### src/rtl/regfile_read_arbiter_if.sv
// Bus bundle between the register-file read arbiter and its environment:
// requester handshakes, the read-mux select/data pins and the response channel.
interface regfile_read_arbiter_if #(
    parameter int NREQ = 2,
    parameter int IDW  = (NREQ > 1) ? $clog2(NREQ) : 1
);
    logic [NREQ-1:0]   req_valid;
    logic [NREQ*5-1:0] req_reg;
    logic [NREQ-1:0]   req_ready;
    logic [4:0]        rd_sel;
    logic [63:0]       rd_data;
    logic              rsp_valid;
    logic [IDW-1:0]    rsp_id;
    logic [63:0]       rsp_data;
    logic              rsp_ready;

    // Arbiter side
    modport slave (
        input  req_valid, req_reg, rd_data, rsp_ready,
        output req_ready, rd_sel, rsp_valid, rsp_id, rsp_data
    );

    // Requester / mux / consumer side
    modport master (
        output req_valid, req_reg, rd_data, rsp_ready,
        input  req_ready, rd_sel, rsp_valid, rsp_id, rsp_data
    );
endinterface

### src/rtl/regfile_read_arbiter.sv
// Round-robin arbiter sharing the single 64-bit register-file read port among
// NREQ requesters. One registered, id-tagged response per accepted request;
// reads of x31 always return zero regardless of the mux output.
module regfile_read_arbiter #(
    parameter int NREQ = 2,
    parameter int IDW  = (NREQ > 1) ? $clog2(NREQ) : 1
) (
    input  logic                   clk,
    input  logic                   reset,
    regfile_read_arbiter_if.slave  bus
);
    typedef enum logic {
        IDLE = 1'b0,
        RESP = 1'b1
    } state_t;

    state_t         state_q, state_d;
    logic [IDW-1:0] ptr_q, ptr_d;
    logic [IDW-1:0] rsp_id_q, rsp_id_d;
    logic [63:0]    rsp_data_q, rsp_data_d;

    logic [IDW-1:0] gnt;
    logic [IDW-1:0] scan_idx;
    logic           any_valid;
    logic           can_accept;
    logic           accept;
    logic [4:0]     gnt_reg;

    // x31 is hardwired to zero; never trust the mux for it
    function automatic logic [63:0] x31_mask(input logic [4:0] r, input logic [63:0] d);
        return (r == 5'd31) ? 64'h0 : d;
    endfunction

    // Round-robin search: first valid requester after the last winner, wrapping
    always_comb begin
        gnt       = '0;
        any_valid = 1'b0;
        scan_idx  = '0;
        for (int k = 1; k <= NREQ; k++) begin
            scan_idx = IDW'((int'(ptr_q) + k) % NREQ);
            if (!any_valid && bus.req_valid[scan_idx]) begin
                any_valid = 1'b1;
                gnt       = scan_idx;
            end
        end
    end

    // Accept decision, accept strobe, mux select and next state; reset blocks accepts
    always_comb begin
        can_accept    = (state_q == IDLE) || (state_q == RESP && bus.rsp_ready);
        accept        = can_accept && any_valid && !reset;
        gnt_reg       = bus.req_reg[int'(gnt)*5 +: 5];
        bus.req_ready = '0;
        bus.rd_sel    = 5'd31;
        state_d       = state_q;
        ptr_d         = ptr_q;
        rsp_id_d      = rsp_id_q;
        if (accept) begin
            bus.req_ready[gnt] = 1'b1;
            bus.rd_sel         = gnt_reg;
            state_d            = RESP;
            ptr_d              = gnt;
            rsp_id_d           = gnt;
        end else if (state_q == RESP && bus.rsp_ready) begin
            state_d = IDLE;
        end
    end

    // Capture read data only on accept; kept apart from select logic to avoid a comb loop through the mux
    always_comb begin
        rsp_data_d = rsp_data_q;
        if (accept) begin
            rsp_data_d = x31_mask(gnt_reg, bus.rd_data);
        end
    end

    // State, pointer and response registers; reset makes requester 0 win first
    always_ff @(posedge clk or posedge reset) begin
        if (reset) begin
            state_q    <= IDLE;
            ptr_q      <= IDW'(NREQ - 1);
            rsp_id_q   <= '0;
            rsp_data_q <= '0;
        end else begin
            state_q    <= state_d;
            ptr_q      <= ptr_d;
            rsp_id_q   <= rsp_id_d;
            rsp_data_q <= rsp_data_d;
        end
    end

    assign bus.rsp_valid = (state_q == RESP);
    assign bus.rsp_id    = rsp_id_q;
    assign bus.rsp_data  = rsp_data_q;
endmodule

### src/flat_wrapper.sv
// flat-port wrapper written by rule: the top's interface ports become plain ports
module regfile_read_arbiter_flat 
#(
    parameter int NREQ = 2,
    parameter int IDW  = (NREQ > 1) ? $clog2(NREQ) : 1
)
  (clk, reset, bus_req_valid, bus_req_reg, bus_rd_data, bus_rsp_ready, bus_req_ready, bus_rd_sel, bus_rsp_valid, bus_rsp_id, bus_rsp_data);
  regfile_read_arbiter_if #(.NREQ(NREQ), .IDW(IDW)) bus_i ();
  input  logic clk;
  input  logic reset;
  input wire logic [$bits(bus_i.req_valid)-1:0] bus_req_valid;
  input wire logic [$bits(bus_i.req_reg)-1:0] bus_req_reg;
  input wire logic [$bits(bus_i.rd_data)-1:0] bus_rd_data;
  input wire logic [$bits(bus_i.rsp_ready)-1:0] bus_rsp_ready;
  output wire logic [$bits(bus_i.req_ready)-1:0] bus_req_ready;
  output wire logic [$bits(bus_i.rd_sel)-1:0] bus_rd_sel;
  output wire logic [$bits(bus_i.rsp_valid)-1:0] bus_rsp_valid;
  output wire logic [$bits(bus_i.rsp_id)-1:0] bus_rsp_id;
  output wire logic [$bits(bus_i.rsp_data)-1:0] bus_rsp_data;
  assign bus_i.req_valid = bus_req_valid;
  assign bus_i.req_reg = bus_req_reg;
  assign bus_i.rd_data = bus_rd_data;
  assign bus_i.rsp_ready = bus_rsp_ready;
  assign bus_req_ready = bus_i.req_ready;
  assign bus_rd_sel = bus_i.rd_sel;
  assign bus_rsp_valid = bus_i.rsp_valid;
  assign bus_rsp_id = bus_i.rsp_id;
  assign bus_rsp_data = bus_i.rsp_data;
  regfile_read_arbiter #(.NREQ(NREQ), .IDW(IDW)) u_core (.clk(clk), .reset(reset), .bus(bus_i));
endmodule
### config.mk
export PLATFORM = sky130hd
export DESIGN_NAME = regfile_read_arbiter_flat
export DESIGN_NICKNAME = d
export VERILOG_FILES = /design/src/rtl/regfile_read_arbiter_if.sv /design/src/rtl/regfile_read_arbiter.sv /design/src/flat_wrapper.sv
export SDC_FILE = /design/constraint.sdc
export NUM_CORES = 1
export LEC_CHECK = 0
export CAP_MARGIN = 20
export CORE_UTILIZATION = 46
export DETAILED_ROUTE_END_ITERATION = 6
export PLACE_DENSITY = 0.9
export SLEW_MARGIN = 20
export SYNTH_ARGS = -nofsm -noshare
export SYNTH_HDL_FRONTEND = slang
export SYNTH_SLANG_ARGS = --single-unit
### constraint.sdc
create_clock -name clk -period 5 [get_ports clk]
set_input_delay 0.75 -clock clk [delete_from_list [all_inputs] [get_ports clk]]
set_output_delay 0.75 -clock clk [all_outputs]
set_load 0.03 [all_outputs]
== After elaboration in Yosys (flattened, before gate mapping) ==
Cells that the tools add are included.
Widths: inputs -> output; s select.
Word-level totals
  bits in registers: 67
  output and inout port bits: 73
  input port bits: 79
Cells by class
  multipliers: 1
  bitwise operators: 1
  $add $sub $neg: 2
  shifts and indexed selects: 1
  order comparisons: 4
  equality and inequality tests: 1
  mux-type cells: 15
  reduce and logical (&&, ||, !) cells: 9
Operators by type and width (number)
  $mux 64: 1
  $shiftx 10x32->5: 1
  $mux 1: 11
  $lt 1x2->1 const B: 3
  $eq 5x5->1 const B: 1
  $logic_and 1x1->1: 5
  $mux 5: 1
  $mul 1x3->4 const B: 1
  $add 1x1->1 const B: 2
  $logic_not 1->1: 2
  $mux 2: 1
  $reduce_bool 2->1: 1
  $demux 1 s1: 1
  $ge 1x1->1 const B: 1
  $logic_or 1x1->1: 1
  $not 1->1: 1

== Depth between registers and ports, before layout ==
  depth after elaboration: 12
  gate-level depth with buffers: 6
  depth with buffers taken out: 3

== Worst setup path before layout ==
No wires, ideal clock.
  path kind: input-to-reg
  start: input reset
  end: register u_core.ptr_q
  stages: 4
  path slack: 2.122 ns
  data arrival time: 2.777 ns
  required time: 4.899 ns
  setup time: 0.101 ns
  cell sequence: clkbuf_1 > inv_1 > a31oi_1 > a41oi_1
Between the ends
  cells in the longest elaborated chain, start to end: 2
RTL lines
  from (decl): line flat_wrapper.sv:10  | input logic reset;
  $logic_not 1->1: line regfile_read_arbiter.sv:51  | accept = can_accept && any_valid && !reset;
  $logic_and 1x1->1: line regfile_read_arbiter.sv:51
  to (signal assigned): line regfile_read_arbiter.sv:81  | ptr_q <= IDW'(NREQ - 1);
  to (signal assigned): line regfile_read_arbiter.sv:86  | ptr_q <= ptr_d;
  to (decl): line regfile_read_arbiter.sv:18  | logic [IDW-1:0] ptr_q, ptr_d;
No other way between the ends.
A chain may end at the register's enable or synchronous reset.

== Final worst setup path ==
  start: input bus_rsp_ready
  end: output bus_req_ready[1]
Between the ends
  cells in the longest elaborated chain, start to end: 5
RTL lines
  from (decl): line flat_wrapper.sv:14  | input wire logic [$bits(bus_i.rsp_ready)-1:0] bus_rsp_ready;
  $logic_and 1x1->1: line regfile_read_arbiter.sv:50  | can_accept = (state_q == IDLE) || (state_q == RESP && bus.rsp_ready);
  $logic_or 1x1->1: line regfile_read_arbiter.sv:50
  $logic_and 1x1->1 (2 in series): line regfile_read_arbiter.sv:51
  $mux 2: line regfile_read_arbiter.sv:58  | if (accept) begin
  to (decl): line flat_wrapper.sv:15  | output wire logic [$bits(bus_i.req_ready)-1:0] bus_req_ready;
No other way between the ends.

==> reports/results.txt <==
core footprint = 0.007370 mm2
async set-or-reset flop fraction in the synthesized netlist = 100.0%
via count = 3237
Post-DRT Antenna Nets = 0
kind of critical path = primary input to primary output
Placer Congestion = 0.7736
Rel. slew slack = 33.19%
initial DRC count = 305
reg2reg end = u_core.bus.rsp_data[35]
clock-pin slew of the registers on the worst-case setup and hold paths = 0.06 ns
Top Ports = 152
FILL cells = 511
Setup WS pre-CTS = 1.207 ns
R2R cell count = 4
setup violators final = 0
vias in the first global route = 3286
Die Wd = 89.95 um
Tcrit/Tclk final = 76.18%
DRT Wirelength = 9952 um
initial antenna violation count = 0
Final Hold Viols = 0
first-pass GRT wire length = 16450 um
Num CTS Buffers = 9
power density over the cells = 335.7 mW/mm2
Required @ worst endpoint = 4.25 ns
Worst R2R Setup Slack = 2.79 ns
LEAKAGE = 2.374 nW
reg2reg start = u_core.bus.rsp_valid
Final Hold Slack = 0.4984 ns
maximum vdd ir drop = 171.8 uV
Layout Nets = 541
min setup slack post-route = 1.191 ns
Synth Register Bits = 67
Mapped Avg Cell Area = 10.62 um2
DIE AREA = 0.008091 mm2
layout cells sized above 1 = 11.80%
min Tclk post-route = 3.809 ns
Post-Syn Area = 0.003558 mm2
dpl cell area = 0.005066 mm2
Yosys warning count = 0
TritonRoute pass-1 iters = 5
# clock sinks = 67
Wirelength per Cell = 17.61 um
area growth from synthesis to layout = 46.94%
die height = 89.95 um
CTS resizes = 0
Min-Delay Endpoint = u_core.bus.rsp_id
count of cell types in the netlist = 23
drc violations = 0
sequential share of the synthesized area = 47.15%
status = finished, final reports clean
Tightest Pin Transition = 0.9990 ns
Setup Skew = 0.007969 ns
Post-CTS Setup Repair Bufs = 0
crit path launch = bus_rsp_ready
synthesized instance count = 335
H-tree levels = 3
routed vias/inst = 5.729
GR Overflow Total = 0
layer with the highest usage = met2
Arr. time, crit path = 3.06 ns
Clock Latency Late Sink = 0.34 ns
GRT Overall Usage = 25.09%
site row count = 31
CP max FO = 42
Final Cell Area = 0.005229 mm2
met2 Resource Use GR = 41.47%
Initial Util = 48.29%
largest net degree at the start of global routing = 69
hold path depth = 1
clk buf depth = 2
maxcap violations = 0
final slew viol count = 0
Worst Hold Class = flip-flop to flip-flop
Root Buffer = clkbuf_8
Worst Setup Start Kind = primary input
n_diodes = 0
Hold Path Origin = u_core.bus.rsp_id
grt met1 use = 32.25%
total power = 1.755 mW
Main synth FF type = dfrtp_1
RSZ-0062 raised after global routing = no
CTS tree = built
hold_buf cts = 0
syn nets = 414
GRT met3 Usage = 5.922%
fmax = 262.5 MHz
EDFF count, synth = 0
Critical Path Sink Type = primary output
post-DP HPWL = 6286 um
I/O Buffers = 151
setup_tns = 0 ns
## worst max-delay path, cell delays in order
cell,delay (ns)
clkdlybuf4s50_1,0.46
nor2b_4,0.54
buf_4,0.52
nor3_1,0.12
clkdlybuf4s50_1,0.65
## worst max path at each step
stage / to / slack [ns]
after floorplan: u_core.ptr_q / 2.12
after global placement: bus_req_ready[1] / 1.26
after detailed placement: bus_req_ready[1] / 1.21
after CTS: bus_req_ready[1] / 1.20
after global routing: bus_req_ready[1] / 1.08
final: bus_req_ready[1] / 1.19
## Yosys cell counts (2+ instances only)
cell | number | share of area (%)
nand3_1 | 7 | 0.98
clkbuf_1 | 22 | 2.3
o31ai_1 | 64 | 14
buf_2 | 15 | 2.1
buf_6 | 4 | 1.3
o41ai_2 | 27 | 12
o41ai_1 | 37 | 9.1
nor2_1 | 2 | 0.21
dfrtp_1 | 66 | 46
nor3_1 | 2 | 0.28
inv_1 | 65 | 6.9
nand2_1 | 13 | 1.4
## metal layers
metal,up-vias,share of wire (%),wire length (um)
li1,1508,-,-
met1,1563,41,4123
met2,156,50,4996
met3,10,7.3,726
met4,0,1.1,106
met5,-,0,0
## report_power, final
part	total [mW]	internal, mW	switching (mW)
sequential	0.697	0.636	0.0613
combinational	0.678	0.305	0.373
clock	0.380	0.189	0.192
## per-stage QoR
step | util (%) | cells
CTS | 70.92 | 565
floorplan | - | 335
finish | 70.95 | 565
global placement | 68.74 | 550
detailed placement | 68.74 | 550
global route | 70.95 | 565
## sequential cells by signal, summed over array words and instances (netlist names)
| register | flops |
|---|---|
| u_core.bus.rsp_data | 64 |
| u_core.bus.rsp_id | 1 |
| u_core.bus.rsp_valid | 1 |
| u_core.ptr_q | 1 |
## logic make-up after synthesis
kind of cell	Yosys count	synth area share [%]
flops	67	47.15
simple gates	29	4.114
compound gates	133	36.18
buf+inv	106	12.55
## layout by cell type (no fill, tap or decap), drive strengths merged
master,Yosys,routed
a31oi,1,1
clkbuf,22,12
nand3,7,7
clkinv,0,3
nand2,13,13
nor3,4,4
a21bo,1,1
clkdlybuf4s50,0,150
dfrtp,66,66
o41ai,64,64
nor2,2,2
a41oi,1,1
a21boi,1,1
o31ai,64,64
or3,1,1
nor2b,1,1
a21o,1,1
buf,19,7
dfstp,1,1
nand2b,1,1
inv,65,65
## final cells by class
type,count,area [um2],share of cell area [%]
inverter,65,244.0,4.666
sequential,67,1678,32.09
multi-input combinational,162,1456,27.85
clock inverter,3,15.01,0.2872
clock buffer,12,145.1,2.776
timing repair buffer,157,1567,29.96
tap,99,123.9,2.369
Note: power is estimated with default switching activity, not from simulation.
